$ cat config.mk
export PLATFORM = sky130hd
export DESIGN_NAME = rsc_encoder
export DESIGN_NICKNAME = d
export VERILOG_FILES = /design/src/rtl/rsc_encoder.sv
export SDC_FILE = /design/constraint.sdc
export NUM_CORES = 1
export LEC_CHECK = 0
export ABC_AREA = 1
export BUFFER_PORTS_ARGS = -buffer_cell sky130_fd_sc_hd__buf_4
export CAP_MARGIN = 10
export CORE_AREA = 5 5 42 44
export CTS_CLUSTER_DIAMETER = 30
export DETAILED_ROUTE_END_ITERATION = 12
export DIE_AREA = 0 0 47 49
export PLACE_DENSITY_LB_ADDON = 0.3
export SLEW_MARGIN = 10
export SYNTH_ARGS = -nofsm -noshare
export SYNTH_HDL_FRONTEND = slang
export SYNTH_SLANG_ARGS = --single-unit
$ cat constraint.sdc
create_clock -name clk -period 1 [get_ports clk]
set_input_delay 0.15 -clock clk [delete_from_list [all_inputs] [get_ports clk]]
set_output_delay 0.15 -clock clk [all_outputs]
set_load 0.01 [all_outputs]
$ cat src/rtl/rsc_encoder.sv
`default_nettype none
// +--------------------------------------------------------------------------+
// | rsc_encoder: rate-1/2 recursive systematic convolutional encoder,        |
// | feedback 1+D^2+D^3, parity 1+D+D^3, optional 3-bit trellis termination.  |
// | Build option: RSC_TERMINATION_EN enables term/tail_active/done.          |
// | Rev 1.0                                                                  |
// +--------------------------------------------------------------------------+
module rsc_encoder (
  input  logic clk,
  input  logic reset,
  input  logic clr,
  input  logic enable,
  input  logic data_in,
  input  logic term,
  output logic sys_out,
  output logic par_out,
  output logic out_valid,
  output logic tail_active,
  output logic done
);

  // Trellis state packed as {s2, s1, s0}; s0 is the newest bit.
  logic [2:0] r_st;
  logic       r_sys;
  logic       r_par;
  logic       r_valid;
  logic [2:0] w_st_nxt;
  logic       w_sys_nxt;
  logic       w_par_nxt;
  logic       w_valid_nxt;
  logic       w_fb;

  assign w_fb = data_in ^ r_st[1] ^ r_st[2];

`ifdef RSC_TERMINATION_EN
  typedef enum logic [1:0] {
    RUN   = 2'd0,
    TAIL1 = 2'd1,
    TAIL2 = 2'd2,
    TAIL3 = 2'd3
  } fsm_t;

  fsm_t r_fsm;
  fsm_t w_fsm_nxt;
  logic r_tail;
  logic r_done;
  logic w_tail_nxt;
  logic w_done_nxt;

  always_ff @(posedge clk or negedge reset) begin
    if (!reset) begin
      r_fsm  <= RUN;
      r_tail <= 1'b0;
      r_done <= 1'b0;
    end else begin
      r_fsm  <= w_fsm_nxt;
      r_tail <= w_tail_nxt;
      r_done <= w_done_nxt;
    end
  end

  assign tail_active = r_tail;
  assign done        = r_done;
`else
  logic w_unused_term;
  assign w_unused_term = term;
  assign tail_active   = 1'b0;
  assign done          = 1'b0;
`endif

  always_comb begin
    w_st_nxt    = r_st;
    w_sys_nxt   = r_sys;
    w_par_nxt   = r_par;
    w_valid_nxt = 1'b0;
`ifdef RSC_TERMINATION_EN
    w_fsm_nxt   = r_fsm;
    w_tail_nxt  = 1'b0;
    w_done_nxt  = 1'b0;
`endif
    if (clr) begin
      w_st_nxt = 3'b000;
`ifdef RSC_TERMINATION_EN
      w_fsm_nxt = RUN;
    end else if (r_fsm != RUN) begin
      // Tail input d = s1^s2 cancels the feedback, so a zero shifts in.
      w_sys_nxt   = r_st[1] ^ r_st[2];
      w_par_nxt   = r_st[0] ^ r_st[2];
      w_st_nxt    = {r_st[1], r_st[0], 1'b0};
      w_valid_nxt = 1'b1;
      w_tail_nxt  = 1'b1;
      w_done_nxt  = (r_fsm == TAIL3);
      case (r_fsm)
        TAIL1:   w_fsm_nxt = TAIL2;
        TAIL2:   w_fsm_nxt = TAIL3;
        default: w_fsm_nxt = RUN;
      endcase
    end else if (term) begin
      w_fsm_nxt = TAIL1;
`endif
    end else if (enable) begin
      w_sys_nxt   = data_in;
      w_par_nxt   = w_fb ^ r_st[0] ^ r_st[2];
      w_st_nxt    = {r_st[1], r_st[0], w_fb};
      w_valid_nxt = 1'b1;
    end
  end

  always_ff @(posedge clk or negedge reset) begin
    if (!reset) begin
      r_st    <= 3'b000;
      r_sys   <= 1'b0;
      r_par   <= 1'b0;
      r_valid <= 1'b0;
    end else begin
      r_st    <= w_st_nxt;
      r_sys   <= w_sys_nxt;
      r_par   <= w_par_nxt;
      r_valid <= w_valid_nxt;
    end
  end

  assign sys_out   = r_sys;
  assign par_out   = r_par;
  assign out_valid = r_valid;

endmodule
`default_nettype wire

Word-level counts from Yosys, hierarchy flattened --
Index checks and enable logic that the tools add are counted.
Word-level totals: register bits after elaboration 6, bits in latches 0, memory bits (writable) 0, memory bits (read-only) 0, bits of input ports 6, word-level logic and storage cells 15, memories kept 0
Operators by class: add/sub/neg operators 0, $mul 0, div/mod/pow operators 0, magnitude comparators 0, equality and inequality tests 0, shifts and indexed selects 0, muxes and demuxes 4, bitwise logic cells 5, reduce and logical (&&, ||, !) cells 2
Operators with widths (count):
- 3-bit 2-to-1 mux | 2
- 1-bit XOR | 4
- 1-bit 2-to-1 mux | 2
- 2-bit AND reduction | 1
- 2-bit nonzero test | 1
- 1-bit inverter | 1

Depth between registers and ports, before layout --
Gate-level depths: netlist of the first run.
depth in word-level cells 4, depth in mapped cells 5, gate-level depth less buffers 5

Worst setup path after synthesis of the first run --
No wires, ideal clock.
path kind register to register, from register r_st[1], to register r_st[0], setup time 0.117 ns, arrival time 0.654 ns, required time 0.883 ns, slack 0.229 ns, cell stages (with the launch flop) 5, buffers on the path 0, period minus slack after synthesis 0.771 ns, cell sequence dfrtp_1 nand2_1 nand3_1 nand3_1 nand2_1
On the way: cells in the longest elaborated chain, start to end 4
RTL lines:
- from (decl) | line 23 | logic [2:0] r_st;
- from (signal assigned) | line 116 | r_st <= w_st_nxt;
- 1-bit XOR (2 in series) | line 33 | assign w_fb = data_in ^ r_st[1] ^ r_st[2];
- 3-bit 2-to-1 mux | line 101 | end else if (enable) begin
- 3-bit 2-to-1 mux | line 81 | if (clr) begin
No other way between the ends. The select of a mux whose other input is x is not followed. A chain may end at the register's enable or synchronous reset.

Worst setup path in the final report of the first run --
from register r_sys (netlist: sys_out), to output port sys_out
RTL lines:
- from (decl) | line 24 | logic r_sys;
- from (signal assigned) | line 117 | r_sys <= w_sys_nxt;
- to (decl) | line 15 | output logic sys_out,
No word-level cell between the ends.

==> results.ini, run 1 <==
[run_status]
status=complete, no violations

[final_layout]
final_cell_mix=8 x nand2_1, 7 x buf_4, 6 x nand3_1, 6 x dfrtp_1, 4 x inv_2
num_antenna_cells=0
num-nets-final=54
layout_commonest_cell=nand2_1
drive_gt1_share_pct=34.78
syn2layout_area_growth_pct=31.65
fin_util_pct=27.86

[clock_tree]
clock_path_buffers=2
tritoncts=done
numCtsBuffers=3
h-tree-depth=1
path_clk_slew_ns=0.05
cts_hold_buf=1
cts_sinks=6
clk_latency_ns=0.24
clockRootBuffer=clkbuf_4
cts_resized=0
post_cts_buffers=0

[setup_path]
max_stage_delay_ns=0.37
cp_num_buf_inv=1
start_kind=register
startpoint=sys_out
worstPathRequired_ns=0.85
end_kind=output port
crit_family=flip-flops
crit_arrival_ns=0.76
path_max_fanout=2
crit_type=reg -> out
critPathSlowestCell=dfrtp_1
reg2reg_from=r_st[1]
path_cells=buf_4

[synth]
ys_seq_area_share_pct=50.63
syn-instance-count=36
yosysUniqueCellTypes=12
syn-mean-instance-area_um2=8.237
netlist.area_leader.share_pct=50.63
yosysTopAreaCell=dfrtp_1
syn_area_um2=296.5
ys_warn_count=0
synth-seq-cells=6
yosys-top-cells-area=dfrtp_1 51%, nand3_1 10%, nand2_1 10%

[sta]
period_share_pct=90.62
fin_skew_ns=0.001323
drv_slew=0
fmax_mhz=1103
period_minus_slack_ns=0.9062
hold_viol=0
finalSetupTns_ns=0
rsz0062_at_grt=no
setup_viol=0

[routing]
wl_um=601
postRouteAntennaNets=0
drcViolationCount=0
dr.pass1.iters=4
vias=259
drtIter0Drc=12
viasPerCell=4.177
wl_per_cell_um=9.694

[placed_design]
port_buffers=7
gp_congestion=0.6826
dp_hpwl_um=455.5

[power]
max-vdd-ir-drop_mv=0.3620
switchingPower_w=0.0001530
p_int_w=0.0004457
p_leak_nw=0.2003
pwr-share-comb_pct=17.0
pwr-share-seq_pct=45.5
p_clk_share_pct=37.5
powerDensity_nw_per_um2=1534
netSwitchingFraction_pct=25.56

[global_routing]
grt_use_total_pct=6.276
grt_overflow=0
grt_pass1_wl_um=986
grt_max_degree=7
first_global_vias=251
antenna_found_initial=0

[die]
die_area_um2=2303
die_height_um=49
start_util_pct=21.16
pin_count=11
die_x_um=47
design.core.area_um2=1401
num_rows=14

[job]
maxCapViolCount=0

[min_path]
holdCritStartpoint=clr
hold_class=in -> reg

Yosys cell counts, drive strengths merged:
| cell type | number |
|---|---|
| nand4 | 1 |
| conb | 1 |
| nor2 | 1 |
| o21ai | 1 |
| buf | 2 |
| o22ai | 2 |
| nand2 | 9 |
| dfrtp | 6 |
| inv | 7 |
| nand3 | 6 |
power by group through the flow:
stage          sequential, W  combinational, W  clock [W]
6_report            0.000273          0.000102   0.000224
3_3_place_gp        0.000276         0.0000994          0
4_1_cts             0.000273          0.000103   0.000234
3_5_place_dp        0.000277         0.0000996          0
5_1_grt             0.000275          0.000115   0.000245
2_1_floorplan       0.000283         0.0000490          0
worst register-to-register path: stages (launching register included):
cell     delay (ns)
dfrtp_1        0.39
nand2_1        0.12
nand3_1        0.09
nand3_1        0.09
nand2_1        0.05
stage by stage:
stage / hold WS, ns / setup slack (ns) / instances / cell area, µm² / power (W)
finish: 0.09436 / 0.09377 / 62 / 390.4 / 0.0005987
global route: 0.09397 / 0.05587 / 62 / 390.4 / 0.0006354
CTS: 0.08943 / 0.08069 / 62 / 390.4 / 0.0006106
detailed placement: -0.03540 / 0.1696 / 58 / 357.8 / 0.0003762
global placement: -0.03734 / 0.1806 / 58 / 357.8 / 0.0003759
floorplan: -0.1456 / 0.2291 / 37 / 300.3 / 0.0003317
per-layer routing:
layer | wire length (µm) | vias to the layer above | GRT usage, %
li1 | - | 130 | -
met1 | 289 | 111 | 7.506
met2 | 223 | 13 | 7.692
met4 | 23 | 0 | 5.530
met5 | 0 | - | 0
met3 | 64 | 5 | 3.321
area by class of cell:
cell class	count	area, µm²
Fill cell	156	1011
Inverter	7	26.28
Clock buffer	3	22.52
Sequential cell	6	150.1
Tap cell	16	20.02
Multi-Input combinational cell	22	108.9
Timing Repair Buffer	8	62.56
kinds of logic after synthesis:
group	share of synthesized area (%)
AND/OR/NAND/NOR	28.27
buffers and inverters	13.92
other	1.265
flip-flops	50.63
AO/OA/AOI/OAI	5.905
final timing paths:
| path | end | slack [ns] | cells after the start |
|---|---|---|---|
| min reg2reg | sys_out | 0.49 | 2 |
| min | out_valid | 0.09 | 2 |
| max reg2reg | r_st[0] | 0.16 | 4 |
| max | sys_out | 0.09 | 1 |
| min in group asynchronous | r_st[2] | 0.25 | 2 |
| max in group asynchronous | r_st[0] | 0.64 | 2 |
state kept, by name, indices dropped and copies added, names as in the netlist:
name / cells
sys_out: 1
r_st: 3
out_valid: 1
par_out: 1
Note: power is estimated with default switching activity, not from simulation.
==> inputs of run 2 (changes only) <==
--- a/config.mk
+++ b/config.mk
@@ -13,6 +13,7 @@
 export DETAILED_ROUTE_END_ITERATION = 12
 export DIE_AREA = 0 0 47 49
 export PLACE_DENSITY_LB_ADDON = 0.3
+export SETUP_SLACK_MARGIN = 0.3
 export SLEW_MARGIN = 10
 export SYNTH_ARGS = -nofsm -noshare
 export SYNTH_HDL_FRONTEND = slang
==> run 2 against run 1 <==
Cell count grew 4.8%. Sequential power is essentially flat. Core utilization is 3.9 points higher. Highest routed layer unchanged. First-iteration DRC count fell by 50%. Die area stayed put. Maximum frequency up 1.1%. Non-clock buffer count rose by 3. Register-to-register slack hardly changed. Critical path depth unchanged. Global-route usage is 0.13 points lower. Flip-flop and latch count unchanged. Combinational power is 35% higher. Largest power group unchanged.
==> results.ini, run 2 (same netlist as run 1, synthesis figures left out) <==
[run_status]
status=complete, no violations  ; unchanged

[final_layout]
fin_util_pct=31.79  ; was 27.86%
final_cell_mix=7 x buf_4, 6 x nand2_1, 6 x dfrtp_1, 5 x nand3_1, 4 x inv_2  ; was 8 x nand2_1, 7 x buf_4, 6 x nand3_1, 6 x dfrtp_1, 4 x inv_2
num-nets-final=57  ; was 54
layout_commonest_cell=buf_4  ; was nand2_1
num_antenna_cells=0  ; unchanged
num-fill-cells=162  ; was 156
largest-register=r_st  ; unchanged
syn2layout_area_growth_pct=50.21  ; was 31.65%
seq_area_um2=150.1  ; unchanged
largest_reg_flops=3  ; unchanged
drive_gt1_share_pct=46.94  ; was 34.78%
stdcell_count=65  ; was 62
multi_input_area_um2=130.1  ; was 108.9 µm²

[power]
pwr-share-comb_pct=21.7  ; was 17.0%
netSwitchingFraction_pct=25.60  ; was 25.56%
max-vdd-ir-drop_mv=0.4523  ; was 0.3620 mV
pwr-share-seq_pct=43.5  ; was 45.5%
p_leak_nw=0.2205  ; was 0.2003 nW
p_clk_share_pct=34.8  ; was 37.5%
p_int_w=0.0004723  ; was 0.0004457 W
powerDensity_nw_per_um2=1425  ; was 1534 nW/µm²
switchingPower_w=0.0001625  ; was 0.0001530 W

[clock_tree]
clock_path_buffers=2  ; unchanged
clockRootBuffer=clkbuf_4  ; unchanged
tritoncts=done  ; unchanged
cts_sinks=6  ; unchanged
path_clk_slew_ns=0.05  ; about the same
h-tree-depth=1  ; unchanged
clk_latency_ns=0.24  ; about the same
numCtsBuffers=3  ; unchanged

[routing]
wl_um=643  ; was 601 µm
postRouteAntennaNets=0  ; unchanged
dr.pass1.iters=2  ; was 4
drtIter0Drc=6  ; was 12
vias=286  ; was 259
viasPerCell=4.400  ; was 4.177
wl_per_cell_um=9.892  ; was 9.694 µm
drcViolationCount=0  ; unchanged

[die]
design.core.area_um2=1401  ; unchanged
die_x_um=47  ; unchanged
die_height_um=49  ; unchanged
start_util_pct=21.16  ; unchanged
pin_count=11  ; unchanged
die_area_um2=2303  ; unchanged
num_rows=14  ; unchanged

[setup_path]
path_cells=buf_6  ; was buf_4
path_max_fanout=2  ; unchanged
end_kind=output port  ; unchanged
crit_arrival_ns=0.75  ; was 0.76 ns
start_kind=register  ; unchanged
max_stage_delay_ns=0.38  ; was 0.37 ns
critPathSlowestCell=dfrtp_1  ; unchanged
worstPathRequired_ns=0.85  ; about the same
cp_num_buf_inv=1  ; unchanged
crit_family=flip-flops  ; unchanged
crit_type=reg -> out  ; unchanged

[sta]
hold_ws_ns=0.1021  ; was 0.09436 ns
fin_skew_ns=0.001334  ; was 0.001323 ns
rsz0062_at_grt=yes  ; was no
period_share_pct=89.64  ; was 90.62%
hold_viol=0  ; unchanged
period_minus_slack_ns=0.8964  ; was 0.9062 ns
drv_slew=0  ; unchanged
setup_viol=0  ; unchanged
finalSetupTns_ns=0  ; unchanged
fmax_mhz=1116  ; was 1103 MHz

[global_routing]
grtUsageMet3_pct=3.321  ; unchanged
grt_use_total_pct=6.144  ; was 6.276%
use_met2_pct=7.692  ; unchanged
use_met1_pct=7.095  ; was 7.506%
grt_max_degree=7  ; unchanged
first_global_vias=242  ; was 251
grt_overflow=0  ; unchanged
antenna_found_initial=0  ; unchanged
grt_busiest_layer=met2  ; unchanged
grt_pass1_wl_um=952  ; was 986 µm

[placed_design]
dp.cells=58  ; unchanged
port_buffers=7  ; unchanged
dp_hpwl_um=460.9  ; was 455.5 µm
gp_congestion=0.6711  ; was 0.6826

[min_path]
hold_class=in -> reg  ; unchanged

[job]
maxCapViolCount=0  ; unchanged

==> run 2: changes by cell type in the layout (fill, tap and decap cells not counted), sizes merged <==
cell | previous run | this run
buf | 7 | 10
==> run 2: worst register-to-register path, stage by stage (launching register included) <==
cell	delay, ns
dfrtp_1	0.38
inv_2	0.07
nand2_1	0.06
nand3_1	0.07
nand3_1	0.09
nand2_1	0.05
==> run 2: repair_timing <==
item	4_1_cts	5_1_grt
resized for setup	4	4
setup buffers	3	0
hold buffers	1	0
endpoints found under the hold margin	6	0
pin swaps	1	1
setup endpoints to repair	5	8
==> run 2: power groups by stage <==
| stage | Combinational (W) | Clock (W) | Sequential [W] |
|---|---|---|---|
| floorplan | 0.0000493 | 0 | 0.000283 |
| global placement | 0.0000997 | 0 | 0.000277 |
| detailed placement | 0.0000999 | 0 | 0.000277 |
| CTS | 0.000132 | 0.000235 | 0.000275 |
| global route | 0.000151 | 0.000245 | 0.000277 |
| finish | 0.000138 | 0.000221 | 0.000276 |
==> run 2: area by class of cell <==
| type | instances | area share (%) |
|---|---|---|
| multi-input cells | 22 | 29.21 |
| flip-flops and latches | 6 | 33.71 |
| inverters | 7 | 5.899 |
| well taps | 16 | 4.494 |
| clock buffers | 3 | 5.056 |
| repair buffers | 11 | 21.63 |
==> run 2: layer usage <==
metal / vias to the layer above / routed length [µm] / part of all wire [%]
met5: - / 0 / 0
met4: 0 / 5 / 0.78
met3: 2 / 61 / 9.5
met2: 8 / 303 / 47
met1: 137 / 273 / 42
li1: 139 / - / -
==> run 2: metrics by stage <==
| step | area (µm²) | setup slack (ns) | power [W] |
|---|---|---|---|
| 2_1_floorplan | 300.3 | 0.2371 | 0.0003320 |
| 4_1_cts | 426.7 | 0.09283 | 0.0006426 |
| 3_3_place_gp | 357.8 | 0.1975 | 0.0003762 |
| 6_report | 445.4 | 0.1036 | 0.0006349 |
| 3_5_place_dp | 357.8 | 0.1815 | 0.0003771 |
| 5_1_grt | 445.4 | 0.07710 | 0.0006734 |
==> run 2: path summary, 6_finish.rpt <==
path                             end  cells after the start  slack [ns]  startpoint
hold / removal             out_valid                      2        0.10         clr
hold reg to reg              r_st[0]                      2        0.57     r_st[0]
setup / recovery             sys_out                      1        0.10     sys_out
max in group asynchronous    r_st[0]                      2        0.63       reset
setup reg to reg             r_st[0]                      5        0.16     r_st[1]
min in group asynchronous    sys_out                      2        0.26       reset
